**src/rtl/bpu_pkg.sv**
```systemverilog
// Shared types and helpers for the branch prediction unit.
// Counter encodings, the default-configuration BTB entry layout and the
// index-width helper used to size the direct-mapped array.
package bpu_pkg;

   typedef enum logic [1:0] {
      SNT = 2'b00,
      WNT = 2'b01,
      WT  = 2'b10,
      ST  = 2'b11
   } cnt2_e;

   function automatic int unsigned idx_w(input int unsigned entries);
      return $clog2(entries);
   endfunction

   localparam int unsigned BTB_XLEN    = 32;
   localparam int unsigned BTB_ENTRIES = 32;
   localparam int unsigned BTB_TAG_W   = BTB_XLEN - idx_w(BTB_ENTRIES) - 2;

   // Entry layout for the default build; the top widens tag/target/cnt
   // to its own parameters with the same field order.
   typedef struct packed {
      logic                  valid;
      logic [BTB_TAG_W-1:0]  tag;
      logic [BTB_XLEN-1:0]   target;
      logic [1:0]            cnt;
      logic                  is_jmp;
   } btb_entry_t;

endpackage

```
**src/rtl/bpu_sat_cnt.sv**
```systemverilog
// Saturating up/down prediction counter next-state logic (combinational).
module bpu_sat_cnt #(
   parameter int unsigned CNT_W = 2
) (
   input  logic [CNT_W-1:0] i_cnt,
   input  logic             i_taken,
   output logic [CNT_W-1:0] o_cnt_next
);

   // Step toward the outcome, holding at all-ones and at zero.
   always_comb begin
      o_cnt_next = i_cnt;
      if (i_taken) begin
         if (i_cnt != '1) o_cnt_next = i_cnt + CNT_W'(1);
      end else begin
         if (i_cnt != '0) o_cnt_next = i_cnt - CNT_W'(1);
      end
   end

endmodule

```
**src/rtl/bpu_btb.sv**
```systemverilog
// Branch target buffer with bimodal counters: zero-latency lookup for the
// IF stage, update and redirect generation from the EX stage.
// Optional performance counters are built when BPU_PERF_EN is defined.
module bpu_btb
   import bpu_pkg::*;
#(
   parameter int unsigned ENTRIES = 32,
   parameter int unsigned XLEN    = 32,
   parameter int unsigned CNT_W   = 2
) (
   input  logic            i_clk,
   input  logic            i_rstn,
   input  logic            i_flush,
   input  logic [XLEN-1:0] i_if_pc,
   output logic            o_hit,
   output logic            o_pred_taken,
   output logic [XLEN-1:0] o_pred_pc,
   input  logic            i_upd_vld,
   input  logic            i_upd_is_jmp,
   input  logic [XLEN-1:0] i_upd_pc,
   input  logic            i_upd_taken,
   input  logic [XLEN-1:0] i_upd_target,
   input  logic            i_upd_pred_taken,
   input  logic [XLEN-1:0] i_upd_pred_pc,
   output logic            o_redirect,
   output logic [XLEN-1:0] o_redirect_pc,
   output logic [31:0]     o_br_cnt,
   output logic [31:0]     o_miss_cnt
);

   localparam int unsigned IDX_W = idx_w(ENTRIES);
   localparam int unsigned TAG_W = XLEN - IDX_W - 2;
   localparam logic [CNT_W-1:0] CNT_WT = {1'b1, {(CNT_W-1){1'b0}}};

   // Same field order as bpu_pkg::btb_entry_t, sized by this instance.
   typedef struct packed {
      logic              valid;
      logic [TAG_W-1:0]  tag;
      logic [XLEN-1:0]   target;
      logic [CNT_W-1:0]  cnt;
      logic              is_jmp;
   } entry_t;

   entry_t entry_q [ENTRIES];
   entry_t entry_d [ENTRIES];

   entry_t            lk_e, up_e;
   logic [IDX_W-1:0]  up_idx;
   logic              up_hit;
   logic [CNT_W-1:0]  up_cnt_next;
   logic [XLEN-1:0]   actual_next;

   // The redirect decision uses the carried predicted PC alone.
   logic unused_pred_taken;
   assign unused_pred_taken = i_upd_pred_taken;

   // Lookup from the registered array; same-cycle updates are not visible.
   always_comb begin
      lk_e         = entry_q[i_if_pc[IDX_W+1:2]];
      o_hit        = lk_e.valid && (lk_e.tag == i_if_pc[XLEN-1:IDX_W+2]);
      o_pred_taken = o_hit && (lk_e.is_jmp || lk_e.cnt[CNT_W-1]);
      o_pred_pc    = o_pred_taken ? lk_e.target : i_if_pc + XLEN'(4);
   end

   // Mispredict detection from the resolved outcome.
   always_comb begin
      actual_next   = i_upd_taken ? i_upd_target : i_upd_pc + XLEN'(4);
      o_redirect    = i_upd_vld && (actual_next != i_upd_pred_pc);
      o_redirect_pc = actual_next;
   end

   bpu_sat_cnt #(.CNT_W(CNT_W)) u_sat_cnt (
      .i_cnt      (up_e.cnt),
      .i_taken    (i_upd_taken),
      .o_cnt_next (up_cnt_next)
   );

   // Next array contents: flush clears all valids and drops the update.
   always_comb begin
      entry_d = entry_q;
      up_idx  = i_upd_pc[IDX_W+1:2];
      up_e    = entry_q[up_idx];
      up_hit  = up_e.valid && (up_e.tag == i_upd_pc[XLEN-1:IDX_W+2]);
      if (i_flush) begin
         for (int unsigned i = 0; i < ENTRIES; i++) entry_d[i].valid = 1'b0;
      end else if (i_upd_vld) begin
         if (up_hit && i_upd_is_jmp) begin
            entry_d[up_idx].target = i_upd_target;
            entry_d[up_idx].is_jmp = 1'b1;
         end else if (up_hit) begin
            entry_d[up_idx].cnt = up_cnt_next;
            if (i_upd_taken) entry_d[up_idx].target = i_upd_target;
         end else if (i_upd_taken) begin
            entry_d[up_idx].valid  = 1'b1;
            entry_d[up_idx].tag    = i_upd_pc[XLEN-1:IDX_W+2];
            entry_d[up_idx].target = i_upd_target;
            entry_d[up_idx].cnt    = CNT_WT;
            entry_d[up_idx].is_jmp = i_upd_is_jmp;
         end
      end
   end

   // Array register; only valid bits are reset.
   always_ff @(posedge i_clk or negedge i_rstn) begin
      if (!i_rstn) begin
         for (int unsigned i = 0; i < ENTRIES; i++) entry_q[i].valid <= 1'b0;
      end else begin
         entry_q <= entry_d;
      end
   end

`ifdef BPU_PERF_EN
   logic [31:0] br_cnt_q, br_cnt_d, miss_cnt_q, miss_cnt_d;

   // Saturating event counters, insensitive to flush.
   always_comb begin
      br_cnt_d   = br_cnt_q;
      miss_cnt_d = miss_cnt_q;
      if (i_upd_vld && (br_cnt_q != '1))    br_cnt_d   = br_cnt_q + 32'd1;
      if (o_redirect && (miss_cnt_q != '1)) miss_cnt_d = miss_cnt_q + 32'd1;
   end

   // Counter registers, cleared only by reset.
   always_ff @(posedge i_clk or negedge i_rstn) begin
      if (!i_rstn) begin
         br_cnt_q   <= '0;
         miss_cnt_q <= '0;
      end else begin
         br_cnt_q   <= br_cnt_d;
         miss_cnt_q <= miss_cnt_d;
      end
   end

   assign o_br_cnt   = br_cnt_q;
   assign o_miss_cnt = miss_cnt_q;
`else
   assign o_br_cnt   = '0;
   assign o_miss_cnt = '0;
`endif

endmodule

```
**config.mk**
```make
export PLATFORM = sky130hd
export DESIGN_NAME = bpu_btb
export DESIGN_NICKNAME = d
export VERILOG_FILES = /design/src/rtl/bpu_pkg.sv /design/src/rtl/bpu_sat_cnt.sv /design/src/rtl/bpu_btb.sv
export SDC_FILE = /design/constraint.sdc
export NUM_CORES = 2
export LEC_CHECK = 0
export CORE_MARGIN = 1.5
export CORE_UTILIZATION = 26
export DETAILED_ROUTE_END_ITERATION = 8
export GPL_TIMING_DRIVEN = 0
export PLACE_DENSITY_LB_ADDON = 0.12
export SKIP_CTS_REPAIR_TIMING = 1
export SYNTH_ARGS = -nofsm -noshare
export SYNTH_HDL_FRONTEND = slang
export SYNTH_SLANG_ARGS = --single-unit
export TNS_END_PERCENT = 100
```
**constraint.sdc**
```tcl
create_clock -name i_clk -period 65.6 [get_ports i_clk]
set_input_delay 19.68 -clock i_clk [delete_from_list [all_inputs] [get_ports i_clk]]
set_output_delay 19.68 -clock i_clk [all_outputs]
set_load 0.005 [all_outputs]
```
==> results.sh <==
export IMPL_final_nets=8681
export IMPL_layout_cells_non_filler=14100
export IMPL_cts_tree="done"
export IMPL_yosysUniqueCellTypes=64
export IMPL_drive_above_1_share_pct=19.5
export IMPL_ant_nets=0
export IMPL_gp_congestion=1.03
export IMPL_wire_per_inst_um=48.3
export IMPL_worst_pin_slew_ps=1680
export IMPL_fp_dieH_um=625
export IMPL_vias_per_cell=6.06
export IMPL_port_buffers=165
export IMPL_drc_errors=0
export IMPL_grt_setup_unrepaired="no"
export IMPL_cts_root_buffer="clkbuf_16"
export IMPL_io_pins=266
export IMPL_grt_pass1_wl_um=854000
export IMPL_initial_core_util_pct=26.1
export IMPL_synth_top_family_by_area="multiplexers"
export IMPL_max_cap_viol_count=38
export IMPL_synthAdderAreaFrac_pct=0.0722
export IMPL_syn_to_final_growth_pct=19.5
export IMPL_finalHoldViolations=0
export IMPL_power_density_nw_per_um2=26.2
export IMPL_drtIter0Drc=15600
export IMPL_drt_met1_wl_um=247000
export IMPL_fillCellCount=39000
export IMPL_hold_class="reg -> reg"
export IMPL_cts_buffers=236
export IMPL_vias=85100
export IMPL_die_x_um=625
export IMPL_relSlewSlack_pct=-12.2
export IMPL_cts_htree_levels=4
export IMPL_coreArea_um2=385000
export IMPL_end_kind="output port"
export IMPL_grt_overflow_total=0
export IMPL_largest_reg_flops=1952
export IMPL_antenna_found_initial=130
export IMPL_ys_seq_area_share_pct=58.1
export IMPL_hpwlAfterDp_um=489000
export IMPL_layout_min_cycle_time_ps=48840
export IMPL_wirelength_um=679000
export IMPL_status="complete, but fails checks"
export IMPL_peakVddDrop_mv=0.0253
export IMPL_insertion_delay_ps=1010
export IMPL_synth_compound_area_share_pct=7.82
export IMPL_setup_worst_path_class="in -> out"
export IMPL_fin_skew_ps=101
export IMPL_synthXorXnorAreaFrac_pct=1.26
export IMPL_cp_max_fo=10
export IMPL_cts_sinks=1952
export IMPL_arrival_ps=29160
export IMPL_synth_main_ff_cell="edfxtp_1"
export IMPL_dieArea_um2=390000
export IMPL_highest_layer="met5"
export IMPL_drt_pass1_iter_count=7
export IMPL_yosys_area_share_simple_pct=11.0
export IMPL_grtUsageTotal_pct=33.8
export IMPL_wl_met2_um=295000
export IMPL_setup_violations=0
export IMPL_synth_cell_area_um2=101000
export IMPL_slew_viol_final=341
export IMPL_avgSynthCellArea_um2=12.7
export IMPL_cp_required_ps=45920
export IMPL_cts_path_max_buffers=4
export IMPL_violations="capacitance limit, slew limit"
export IMPL_reg_top3="entry_q: 1952 flops"
export IMPL_leakagePower_uw=0.0398
export IMPL_dr_wl_met3_um=78400
export IMPL_largest_register="entry_q"
export IMPL_async_flop_share_pct=1.64
export IMPL_power_uw=3140
export IMPL_clk_pin_slew_ps=60
export IMPL_grt_max_degree=39
export IMPL_place_inst=13500
export IMPL_fin_crit_sh_pct=74.4
export IMPL_ys_seq_elements=1952
export IMPL_syn_inst=7937
export IMPL_synth_warnings=0
export IMPL_synth_area_mux_share_pct=17.4
export IMPL_synth_edf_count=1920
export IMPL_grt_pass1_vias=77600
export IMPL_row_count=228
export IMPL_cp_start_kind="input pin"
export IMPL_fmax_mhz=20.5
[layout make-up]
cell class,count,area (um^2),share of cell area [%]
Inverter,42,158,0.131
Clock buffer,287,6250,5.21
Timing Repair Buffer,303,4430,3.69
Sequential cell,1952,58500,48.6
Buffer,869,4300,3.58
Multi-Input combinational cell,5137,38300,31.8
Antenna cell,141,353,0.294
Tap cell,5175,6470,5.39
Clock inverter,144,1470,1.23
[layout by cell type, fill, tap and decap left out, types with 86 or more instances in the layout]
cell type        netlist  routed
diode_2                0     141
buf_12                 0      96
mux2i_1              157     157
nor2_1               281     247
buf_4                120     120
clkbuf_1             479     432
clkbuf_2               0      89
nand2_1             1699    1699
a21oi_1             1062    1061
clkbuf_16              0     242
xor2_1                86      86
a22oi_1              142     142
edfxtp_1            1920    1920
clkdlybuf4s50_1        0     143
mux4_2               700     700
nand3_1              460     460
buf_2                183     222
[per-stage QoR]
stage / hold WS [ps] / util [%] / area [um^2] / setup slack, ps / setup TNS (ps)
after CTS: 559 / 31.1 / 120000 / 17100 / 0
after global placement: 547 / 28.3 / 109000 / -4160 / -4033780
after floorplan: 524 / - / 101000 / 16190 / 0
final: 563 / 31.2 / 120000 / 16760 / 0
after detailed placement: 550 / 29.1 / 112000 / 17110 / 0
after global routing: 588 / 31.1 / 120000 / 17030 / 0
[where the power goes]
| part | total [uW] | switching (uW) | internal [uW] |
|---|---|---|---|
| Combinational | 368 | 269 | 99.9 |
| Sequential | 1380 | 6.79 | 1380 |
| Clock | 1390 | 606 | 784 |
[worst max-delay path, cell delays in order]
cell and delay, ps:
clkdlybuf4s50_1 730, buf_6 240, buf_6 330, buf_6 340, buf_4 410, buf_6 360, buf_4 370, buf_4 420
buf_6 240, buf_2 690, buf_2 1150, buf_2 800, mux4_2 580, mux4_2 640, a211oi_1 1190, a21oi_1 290
clkdlybuf4s50_1 540
[final timing paths]
| check | from | end | slack (ps) | cells past startpoint |
|---|---|---|---|---|
| max | i_if_pc[2] | o_pred_pc[8] | 16760 | 17 |
| min | entry_q[121] | entry_q[121] | 560 | 2 |
| max reg2reg | entry_q[950] | entry_q[1365] | 58880 | 18 |
| min reg2reg | entry_q[121] | entry_q[121] | 560 | 2 |
| max in group asynchronous | i_rstn | entry_q[1280] | 46260 | 1 |
| min in group asynchronous | i_rstn | entry_q[487] | 18830 | 1 |
[synth_stat cells, drive strengths merged (13+ instances only)]
library cell  number  share of area, %
a22o              14              0.12
o21ai             32              0.16
nand2           1699               6.3
inv               42              0.16
dfrtp             32              0.80
mux4             700                16
nor3              31              0.16
clkbuf           479               1.8
and2              47              0.29
o221ai            14              0.12
edfxtp          1920                57
o22ai             60              0.37
a211oi            45              0.34
a21oi           1062               5.3
nor2             281               1.0
xnor2             59              0.51
nand3            460               2.3
xor2              86              0.75
a22oi            142               1.1
nand4             49              0.30
nor4              13             0.087
mux2i            157               1.6
mux2              17              0.19
buf              390               2.4
[layer usage]
metal | global-route usage (%) | up-vias
met5 | 0 | -
met1 | 41.8 | 44700
li1 | - | 31300
met4 | 24.7 | 34
met2 | 50.5 | 7349
met3 | 9.37 | 1712
[logic make-up (layout without fill, tap and decap cells)]
| logic type | after synthesis | after routing |
|---|---|---|
| simple gates | 2638 | 2638 |
| flops | 1952 | 1952 |
| compound gates | 1410 | 1410 |
| buf+inv | 911 | 1645 |
| mux | 874 | 874 |
| xor+xnor | 145 | 145 |
| fa+ha+maj | 6 | 6 |
| other cells | 1 | 205 |
No activity file was read; power rests on OpenSTA's default activity.
